[src/rtl/offset_uart_pkg.sv]
// ---------------------------------------------------------------------------
// offset_uart_pkg
// Shared types and constants for the offset UART transmitter:
//   state_t   - transmitter FSM states
//   SYNC_BYTE - first byte of every record, lets the receiver find alignment
//   baud_div  - rounded integer clock divider for a given clock and bit rate
// ---------------------------------------------------------------------------
package offset_uart_pkg;

  typedef enum logic [1:0] {
    IDLE      = 2'd0,
    START_BIT = 2'd1,
    DATA_BITS = 2'd2,
    STOP_BIT  = 2'd3
  } state_t;

  localparam logic [7:0] SYNC_BYTE = 8'hA5;

  // Nearest-integer divider; at 50 MHz / 115200 this gives 434.
  function automatic int baud_div(input int clk_hz, input int baud);
    return (clk_hz + baud / 2) / baud;
  endfunction

endpackage

[src/rtl/offset_uart_tx_sync_fifo.sv]
// ---------------------------------------------------------------------------
// sync_fifo
// Single-clock FIFO with show-ahead read data.
// Ports:
//   clk, rst_n  - clock, asynchronous active-low reset (empties the FIFO)
//   push, din   - write request and data; accepted when not full, or when
//                 full and a pop happens in the same cycle
//   pop, dout   - read request; dout always shows the oldest entry
//   full, empty - registered status flags, updated on the push/pop edge
// Pointers carry one extra wrap bit so full and empty are distinguishable.
// ---------------------------------------------------------------------------
module sync_fifo #(
  parameter int WIDTH = 5,
  parameter int DEPTH = 8,
  parameter int AW    = 3
) (
  input  logic             clk,
  input  logic             rst_n,
  input  logic             push,
  input  logic             pop,
  input  logic [WIDTH-1:0] din,
  output logic [WIDTH-1:0] dout,
  output logic             full,
  output logic             empty
);

  logic [WIDTH-1:0] mem [DEPTH];
  logic [AW:0]      wr_ptr;
  logic [AW:0]      rd_ptr;
  logic [AW:0]      wr_nxt;
  logic [AW:0]      rd_nxt;
  logic             do_push;
  logic             do_pop;

  assign do_pop  = pop & ~empty;
  // A pop in the same cycle frees the slot the push lands in.
  assign do_push = push & (~full | do_pop);

  assign wr_nxt = wr_ptr + (AW+1)'(do_push);
  assign rd_nxt = rd_ptr + (AW+1)'(do_pop);

  always_ff @(posedge clk or negedge rst_n) begin
    if (!rst_n) begin
      wr_ptr <= '0;
      rd_ptr <= '0;
      full   <= 1'b0;
      empty  <= 1'b1;
    end else begin
      wr_ptr <= wr_nxt;
      rd_ptr <= rd_nxt;
      full   <= (wr_nxt[AW] != rd_nxt[AW]) && (wr_nxt[AW-1:0] == rd_nxt[AW-1:0]);
      empty  <= (wr_nxt == rd_nxt);
    end
  end

  always_ff @(posedge clk) begin
    if (do_push) mem[wr_ptr[AW-1:0]] <= din;
  end

  assign dout = mem[rd_ptr[AW-1:0]];

endmodule

[src/rtl/offset_uart_tx.sv]
// ---------------------------------------------------------------------------
// offset_uart_tx
// Buffers correlator offset results and sends each as a two-byte 8N1 UART
// record: 0xA5 sync, then the offset sign-extended to 8 bits. Bit timing
// comes from an integer divider on CLOCK_50.
// Ports:
//   CLOCK_50     - system clock, rising edge
//   RESET_N      - asynchronous active-low reset; forces the line idle at once
//   offset_in    - signed offset, sampled while offset_valid=1
//   offset_valid - push strobe, level sensitive (one record per cycle high)
//   UART_TX      - serial line, idle high
//   busy         - record on the line or records waiting in the FIFO
//   fifo_full    - FIFO holds FIFO_DEPTH records
//   drop_count   - results lost to a full FIFO, saturating at 255
// ---------------------------------------------------------------------------
module offset_uart_tx
  import offset_uart_pkg::*;
#(
  parameter int DATA_MSB   = 4,
  parameter int CLK_HZ     = 50_000_000,
  parameter int BAUD       = 115_200,
  parameter int FIFO_DEPTH = 8,
  parameter int FIFO_AW    = 3
) (
  input  logic                 CLOCK_50,
  input  logic                 RESET_N,
  input  logic signed [DATA_MSB:0] offset_in,
  input  logic                 offset_valid,
  output logic                 UART_TX,
  output logic                 busy,
  output logic                 fifo_full,
  output logic [7:0]           drop_count
);

  localparam int DIV   = baud_div(CLK_HZ, BAUD);
  localparam int CNT_W = $clog2(DIV + 1);
  localparam logic [CNT_W-1:0] LAST = CNT_W'(DIV - 1);

  state_t                   state;
  logic [CNT_W-1:0]         baud_cnt;
  logic [2:0]               bit_idx;
  logic                     byte_idx;
  logic signed [DATA_MSB:0] payload;
  logic [7:0]               shift;
  logic [DATA_MSB:0]        fifo_dout;
  logic                     fifo_empty;
  logic                     pop;
  logic                     drop;
  logic                     bit_end;
  logic                     line_bit;

  function automatic logic [7:0] sign_ext(input logic signed [DATA_MSB:0] v);
    logic signed [7:0] w;
    w = 8'(v);
    return w;
  endfunction

  function automatic logic [7:0] sat_inc(input logic [7:0] c);
    return (c == 8'hFF) ? c : c + 8'd1;
  endfunction

  sync_fifo #(
    .WIDTH (DATA_MSB + 1),
    .DEPTH (FIFO_DEPTH),
    .AW    (FIFO_AW)
  ) u_fifo (
    .clk   (CLOCK_50),
    .rst_n (RESET_N),
    .push  (offset_valid),
    .pop   (pop),
    .din   (offset_in),
    .dout  (fifo_dout),
    .full  (fifo_full),
    .empty (fifo_empty)
  );

  assign pop     = (state == IDLE) & ~fifo_empty;
  assign drop    = offset_valid & fifo_full & ~pop;
  assign bit_end = (baud_cnt == LAST);
  assign busy    = (state != IDLE) | ~fifo_empty;

  always_comb begin
    line_bit = 1'b1;
    case (state)
      START_BIT: line_bit = 1'b0;
      DATA_BITS: line_bit = shift[0];
      default:   line_bit = 1'b1;
    endcase
  end

  // Control: FSM, baud/bit/byte counters, registered line output, drop counter.
  // UART_TX is registered from the current state, so the line trails the FSM
  // by one cycle: the pop edge enters START_BIT and the line falls one edge later.
  always_ff @(posedge CLOCK_50 or negedge RESET_N) begin
    if (!RESET_N) begin
      state      <= IDLE;
      baud_cnt   <= '0;
      bit_idx    <= '0;
      byte_idx   <= 1'b0;
      UART_TX    <= 1'b1;
      drop_count <= '0;
    end else begin
      UART_TX <= line_bit;
      if (drop) drop_count <= sat_inc(drop_count);
      case (state)
        IDLE: begin
          if (pop) begin
            state    <= START_BIT;
            byte_idx <= 1'b0;
            baud_cnt <= '0;
          end
        end
        START_BIT: begin
          if (bit_end) begin
            baud_cnt <= '0;
            bit_idx  <= '0;
            state    <= DATA_BITS;
          end else begin
            baud_cnt <= baud_cnt + 1'b1;
          end
        end
        DATA_BITS: begin
          if (bit_end) begin
            baud_cnt <= '0;
            if (bit_idx == 3'd7) state <= STOP_BIT;
            else                 bit_idx <= bit_idx + 1'b1;
          end else begin
            baud_cnt <= baud_cnt + 1'b1;
          end
        end
        STOP_BIT: begin
          if (bit_end) begin
            baud_cnt <= '0;
            if (!byte_idx) begin
              byte_idx <= 1'b1;
              state    <= START_BIT;
            end else begin
              state <= IDLE;
            end
          end else begin
            baud_cnt <= baud_cnt + 1'b1;
          end
        end
        default: state <= IDLE;
      endcase
    end
  end

  // Data: payload capture and byte shifter; not reset, only read outside IDLE.
  always_ff @(posedge CLOCK_50) begin
    if (pop) begin
      payload <= fifo_dout;
      shift   <= SYNC_BYTE;
    end else if (state == DATA_BITS && bit_end) begin
      shift <= {1'b0, shift[7:1]};
    end else if (state == STOP_BIT && bit_end && !byte_idx) begin
      shift <= sign_ext(payload);
    end
  end

endmodule

[config.mk]
export PLATFORM = sky130hd
export DESIGN_NAME = offset_uart_tx
export DESIGN_NICKNAME = d
export VERILOG_FILES = /design/src/rtl/offset_uart_pkg.sv /design/src/rtl/offset_uart_tx_sync_fifo.sv /design/src/rtl/offset_uart_tx.sv
export SDC_FILE = /design/constraint.sdc
export NUM_CORES = 1
export LEC_CHECK = 0
export ABC_AREA = 1
export CAP_MARGIN = 20
export CORE_UTILIZATION = 47
export DETAILED_ROUTE_END_ITERATION = 12
export PLACE_DENSITY_LB_ADDON = 0.1
export SLEW_MARGIN = 10
export SYNTH_ARGS = -nofsm -noshare
export SYNTH_HDL_FRONTEND = slang
export SYNTH_SLANG_ARGS = --single-unit
[constraint.sdc]
create_clock -name CLOCK_50 -period 2.7 [get_ports CLOCK_50]
set_input_delay 0.54 -clock CLOCK_50 [delete_from_list [all_inputs] [get_ports CLOCK_50]]
set_output_delay 0.54 -clock CLOCK_50 [all_outputs]
set_load 0.005 [all_outputs]
==> results of run 1 <==
## cells by family (layout without fill, tap and decap cells)
| kind of cell | after synthesis | in the layout | share of synthesized area [%] |
|---|---|---|---|
| AOI/OAI and AO/OA | 55 | 55 | 8.06 |
| adders and majority gates | 14 | 14 | 4.31 |
| DFF | 87 | 87 | 58.2 |
| buffers and inverters | 43 | 73 | 4.00 |
| and+or+nand+nor | 189 | 189 | 21.4 |
| xor gates and xnor gates | 19 | 19 | 4.09 |
## per-stage QoR
step                power, mW  area, sq um  hold slack (ps)  cells
finish                   2.97         4550              417    542
global route             3.14         4550              444    542
CTS                      3.01         4550              419    542
detailed placement       2.19         4380              406    526
global placement         2.18         4380              403    526
floorplan                1.99         4070              244    407
## routing by layer
layer	track usage (%)	wire length [microns]
met1	26.0	3700
met2	30.9	3690
met4	5.68	83
met3	4.55	234
met5	0	0
## layout make-up
class                           instances  share of cell area (%)
Timing Repair Buffer                   22                    4.62
Tap cell                              105                    2.89
Clock inverter                          7                    1.05
Multi-Input combinational cell        277                    33.8
Clock buffer                            9                    2.72
Sequential cell                        87                    52.0
Inverter                               35                    2.89
## registers in the layout, summed over array words and instances (netlist names), 2 cells and up
register / flops
baud_cnt: 9
bit_idx: 3
drop_count: 8
payload: 5
shift: 8
state: 2
u_fifo.mem: 40
u_fifo.rd_ptr: 4
u_fifo.wr_ptr: 4
## worst max-delay path, delay by kind of cell, from the launching register on
| family | cells | cell delay [ps] |
|---|---|---|
| simple gates | 3 | 340 |
| buf+inv | 3 | 390 |
| flops | 1 | 430 |
| fa+ha+maj | 3 | 570 |
| compound gates | 1 | 230 |
| xor+xnor | 2 | 350 |
## power by group through the flow
| stage | sequential [mW] | combinational (mW) | clock, mW |
|---|---|---|---|
| 2_1_floorplan | 1.68 | 0.302 | 0 |
| 3_3_place_gp | 1.71 | 0.468 | 0 |
| 3_5_place_dp | 1.71 | 0.484 | 0 |
| 4_1_cts | 1.68 | 0.489 | 0.833 |
| 5_1_grt | 1.70 | 0.552 | 0.885 |
| 6_report | 1.68 | 0.480 | 0.811 |
## worst max-delay path by stage
stage | endpoint | slack [ps] | cells after the start
after floorplan | u_fifo.empty | 510 | 12
after global placement | u_fifo.empty | 460 | 12
after detailed placement | u_fifo.empty | 350 | 12
after CTS | u_fifo.empty | 260 | 12
after global routing | u_fifo.empty | 20 | 12
final | u_fifo.empty | 300 | 12
## cells in the mapped netlist
cell type  instances  area (sq um)
nand2_4            1          11.3
edfxtp_1          45          1350
ha_1              14           175
nand4_1           12          75.1
inv_1             34           128
nand2_2            3          18.8
dfstp_2            2          52.6
nand3_1           18          90.1
dfrtp_1           32           801
nor2_1            50           188
nand2_1           96           360
o21ai_0           35           175
nor3_1             2          10.0
xnor2_1            6          52.6
dfxtp_1            8           160
o21ai_1            4          20.0
inv_2              1          3.75
nor2_8             3          60.1
nand2_8            1          20.0
a21oi_1            5          25.0
a211oi_1           1          7.51
a21oi_4            1          16.3
nor2_4             1          11.3
nand3_4            1          17.5
clkbuf_1           7          26.3
o21ai_4            1          16.3
xor2_1            13           114
a31oi_1            1          6.26
o22ai_1            5          31.3
nand3b_1           1          7.51
a21boi_4           1          18.8
buf_2              1          5.00
a21boi_2           1          11.3
==> reports/results.txt, run 1 <==
The flow ran to the end, and the final reports show no timing, DRC or antenna violations. Counting distinct cell types in the post-synthesis netlist gives 33. The tools report the power dissipated by switching net loads as 0.860 mW.

The count of buffers added on input and output ports is 18. Setup repair after global routing left no endpoint under its margin. Along the worst hold path, the cell count comes to 2.

At the end of routability-driven placement, the weighted congestion stood at 0.784. The power density relative to cell area came out at 654 nW/um^2. Global routing finished with a remaining overflow of 0. In this run the count of I/O pins placed on the die edge is 19. The repair_antennas step left the layout with diodes totalling 0.

The path type of the worst min-delay path was reg -> reg. The die is 95.0 microns tall. Setup slack on the worst reg-to-reg path comes out at 300 ps. Summing all multi-input logic gate instances after layout gives 1540 sq um. The slack of the critical path is 301 ps, and the netlist area before placement is 4070 sq um.

The post-synthesis area per instance came out at 9.99 sq um. The critical path required time came out at 2970 ps. Setup slack at placement: 347 ps. In this run the clock root is driven by a clkbuf_8.

In the finished design, the share of the clock period the worst path needs comes to 88.9%. For this run, the detailed router's first-pass iteration total came to 4. For the count of hold-fix buffers inserted at cts, the log shows 0. The worst-case IR drop observed on VDD is 0.000408 V. The type of element capturing the critical path is a flip-flop. The number of antenna violations at the first check in global routing was 0. The post-detailed-route wirelength per cell is 14.2 microns, and the count of buffers added by post-CTS timing repair for setup is 0.

The worst path in the final design needs a cycle of 2400 ps, including I/O delays and setup. Clock-pin slew was measured on the worst setup and hold paths at 100 ps. The wire-length estimate of the detail-placed layout is 5.33 mm. TritonCTS built the clock tree.

Synthesis warning total: 0. Measured against its own limit, the worst slew margin works out to 54.8%. For this design, the slowest cell found on the critical path is dfrtp_1. Of all nets on the critical path, the largest fanout is 7. Across the whole layout, storage elements account for 2360 sq um.

The total number of vias came out at 2783. The part of the total power dissipated in sequential elements was 56.6%; the largest incremental delay on the critical path was 430 ps. The worst register-to-register path ends at u_fifo.empty. Buffers inserted during clock tree synthesis total 9. Static timing analysis puts the maximum clock frequency at 0.417 GHz.

At the later pin of the worst-skew pair, clock insertion delay measures 360 ps. The clock sink count came out at 87. The worst setup path is launched from a flip-flop.

The H-tree depth reported by CTS was 3. The tools report the count of maximum capacitance violations as 0. After routing, the total negative slack on setup checks comes to 0 ps. Final net count: 454.

Net switching is 28.9% of the power. After detailed routing, the total wire length is 7.71 mm. The floorplan step set the die width to 95.0 microns. For hold timing, the worst endpoint is UART_TX. For this run, the register share of the synthesized area comes to 58.2%.

The synthesized instance count is 407. STA puts the critical path data arrival time at 2670 ps. The total global-route track usage was 19.3%; the area of the die was 9030 sq um. Walking the worst path, the cells encountered are inv_1 > ha_1 > inv_1 > nor2_4 > inv_1 > a21boi_2 > ha_1 > ha_1 > xor2_1 > xnor2_1 > nand2_1 > nor2_1.

The via count of the first global-routing pass is 2671. The tools report the number of fill cells in the layout as 729. The first global-routing pass estimated 13.0 mm of wire.

The most common cell after layout, fill and taps aside was nand2_1. For this run, the share of the core covered by cells in the final layout is 54.8%. By startpoint and endpoint, the worst setup path is classified as reg -> reg.

The number of cells on the worst reg-to-reg path is 12. The number of placement rows was 33. The pin count of the biggest net entering global routing was 35; the transition time at the pin with the least slew margin was 679 ps.

The starting DRC count in detailed routing is 136. The critical path starts at state[0]. For the count of final max-slew check failures, the log shows 0. Setup violations remaining at the end of the flow were counted as 0. Between clock sinks in the finished design, the worst skew comes to 16.8 ps. Part of the power in the clock network: 27.3%.

In the routed layout, each cell is associated on average with a via count of 5.13. The buffer depth of the longest clock path came out at 2. The run gives 1.95 nW as the leakage power of the design. The count of state elements after synthesis works out to 87. The quantity of gates resized following cts is 0, and the final number of hold-violating endpoints is 0. In the layout the commonest cells are nand2_1 (96), nor2_1 (50), edfxtp_1 (45).

The run gives 0 as the number of remaining DRC errors. The run gives 0 as the count of antenna-violating nets left after detailed routing. The layout overhead on the synthesized area works out to 11.8%.

Of the cells placed in the final design, the portion with a size suffix greater than 1 is 8.01%. The startpoint identified for the worst hold timing path is shift[0]. The initial utilization of the core area, before any placement, comes to 49.0%. The tools report the design internal power as 2.11 mW. The number of nets in the synthesized netlist was 429. The area of the core region came out at 8300 sq um.

The tools report the launch instance of the worst register-to-register path as state[0]. Combinational logic burns 16.1% of the power.
(Power assumes the default switching activity.)
==> run 2, diff against run 1 <==
==> constraint.sdc (replaced) <==
create_clock -name CLOCK_50 -period 2.7 [get_ports CLOCK_50]
set_input_delay 0.81 -clock CLOCK_50 [delete_from_list [all_inputs] [get_ports CLOCK_50]]
set_output_delay 0.81 -clock CLOCK_50 [all_outputs]
set_load 0.005 [all_outputs]
==> run 2 against run 1 <==
Net effect: register-to-register slack better by 80 ps; sequential share of layout area down 0.79 points; fmax down 5.2%; flip-flop and latch count unchanged; setup slack worse by 130 ps; total power up 10%; clock power up 38%; critical endpoint is now busy; largest cell class unchanged; highest routed layer unchanged.
==> reports/results.txt, run 2 (synthesized netlist as in run 1, its figures left out) <==
On the final layout, the worst hold slack is 413 ps. The number of antenna violations at the first check in global routing was 0; the setup slack at placement was 173 ps. Detailed placement finished with a half-perimeter wire length of 5.30 mm. Once routing completed, OpenROAD measured the worst setup slack at 168 ps.

The via count of the first global-routing pass is 2697, and the clock insertion delay at the later pin of the skew report is 350 ps. The run finished with clean final reports. The number of clock buffers added by TritonCTS is 9. The logs give 0 for the number of remaining DRC errors and 0 ps for the final total negative setup slack. The setup path with the least slack is of type reg -> out. In this run the horizontal extent of the chip is 95.0 microns. On the final layout, the worst clock skew is 6.94 ps.

The critical path goes through inv_1 > ha_1 > nand2_1 > clkdlybuf4s50_1. Setup repair after global routing left no endpoint under its margin. The ratio of cells with drive above 1 in the final layout was 8.26%. Detailed routing inserted a total of 2757 vias.

The number of hold buffers added after CTS was 0. The internal reg-to-reg setup slack is 380 ps. Entering global routing, the biggest net connects 35 pins. The leakage power of the design is 1.98 nW, and the via density per instance is 5.10. For the top-level port count, the log shows 19. For this block, the initial DRC count from the detailed router was 117.

The count of nets left with antenna violations once routing finished came out at 0. The top cell types in the final layout, fill and taps aside, are nand2_1 (96), nor2_1 (50), edfxtp_1 (45). In this run the post-CTS setup repair buffer count came out at 0. For the worst setup path, the data arrival time is 1720 ps.

The path depth of the worst reg2reg path works out to 12. Leaving out fill and tap cells, the most frequent cell in the layout is nand2_1. The tools report the buffer depth of the longest clock path as 2. The clock drives 87 sinks. Once the clock tree was built, the resizer swapped 0 gates to a different size. The total global-route track usage is 18.3%.

The first global-routing pass estimated 12.4 mm of wire. The run gives 7 as the number of optimization iterations in the first detailed-route pass. In the final routed layout, each cell accounts on average for 13.9 microns.

The count of maximum capacitance violations was 0; the count of endpoints failing setup in the final report was 0. In this run the worst setup path begins at state[0]. For the finished layout, the period the worst path requires is 2530 ps. The H-tree generated during clock tree synthesis spans 3 levels. The type of element capturing the critical path was a primary output.

The launch instance of the worst register-to-register path is state[0]. TritonCTS built the clock tree. The region available for standard cell placement spans 8300 sq um. The largest incremental delay on the critical path is 510 ps, and the final number of hold-violating endpoints is 0. The floorplan step defined a die boundary enclosing 9030 sq um.

The power density relative to cell area came out at 709 nW/um^2. The floorplan has 33 rows. The number of flip-flops in the largest register works out to 40.

Clock root buffer: clkbuf_8. At the end of the flow, the number of nets in the layout was 453. The worst register-to-register path ends at u_fifo.empty.

The count of final max-slew check failures is 0. For this run, the top clock speed supported by timing is 0.395 GHz. In this run the tool buffered the top-level ports with 18 buffer cells. The cell with the largest stage delay on the worst path was clkdlybuf4s50_1. Summed over all layers, the global routing overflow is 0. After detailed routing, the total wire length is 7.51 mm. Following the worst setup path forward leads to its endpoint at busy. The kind of start point of the critical path is a flip-flop. The transition time at the pin with the least slew margin was 644 ps; the maximum fanout count along the critical path was 5. The final critical-path share of the clock period was 93.8%; the initial standard-cell utilization of the core was 49.0%. The register clock-pin slew on the reported worst setup and hold paths was 90 ps; the worst supply voltage drop on vdd was 0.000420 V.

The layout overhead on the synthesized area works out to 13.6%. The post-route core utilization is 55.6%. At the end of routability-driven placement, the weighted congestion stood at 0.815. STA puts the critical path data required time at 1890 ps. The tools report the number of fill cells in the layout as 746. The run gives 0 as the number of antenna diodes. The die is 95.0 microns tall.

In this run the tightest slew margin relative to its limit is 57.1%. The min-delay analysis places its worst path in the category reg -> reg.
==> run 2: cell types whose count changed in the layout (fill, tap and decap cells not counted) <==
cell / delta
clkinvlp_2: -1
buf_4: -1
inv_6: +3
clkinv_1: -2
clkinv_4: -3
bufinv_16: +3
==> run 2: worst min-delay path by stage <==
stage          startpoint      end  slack (ps)  depth (start not counted)
6_report         shift[0]  UART_TX         410                          2
5_1_grt          shift[0]  UART_TX         440                          2
4_1_cts          shift[0]  UART_TX         420                          2
3_5_place_dp     shift[0]  UART_TX         400                          2
3_3_place_gp     shift[0]  UART_TX         410                          2
2_1_floorplan    shift[0]  UART_TX         380                          2
==> run 2: worst max-delay path, delay by kind of cell (launching register included) <==
kind / cells / cell delay [ps]
and+or+nand+nor: 1 / 100
DFF: 1 / 420
adders and majority gates: 1 / 240
buffers and inverters: 2 / 620
==> run 2: metrics by stage <==
stage	cell area [sq um]	power, mW	instances
6_report	4620	3.28	541
5_1_grt	4620	3.44	541
4_1_cts	4620	3.32	541
3_5_place_dp	4370	2.19	525
3_3_place_gp	4370	2.18	525
2_1_floorplan	4070	1.99	407
==> run 2: cell type report <==
class	instances	area [sq um]	area share, %
inverter	35	131	2.84
sequential	87	2360	51.2
clock buffer	9	124	2.68
clock inverter	7	125	2.71
timing repair buffer	21	203	4.39
tap	105	131	2.84
multi-input combinational	277	1540	33.3
==> run 2: layer usage <==
| metal | vias to the layer above | GRT usage (%) | wire (microns) |
|---|---|---|---|
| li1 | 1401 | - | - |
| met1 | 1307 | 23.1 | 3460 |
| met2 | 43 | 32.0 | 3720 |
| met3 | 6 | 2.87 | 257 |
| met4 | 0 | 6.06 | 73 |
| met5 | - | 0 | 0 |
==> run 2: report_power, final <==
| part | switching, mW | total [mW] | internal (mW) |
|---|---|---|---|
| Sequential | 0.107 | 1.68 | 1.57 |
| Combinational | 0.273 | 0.476 | 0.203 |
| Clock | 0.490 | 1.12 | 0.628 |
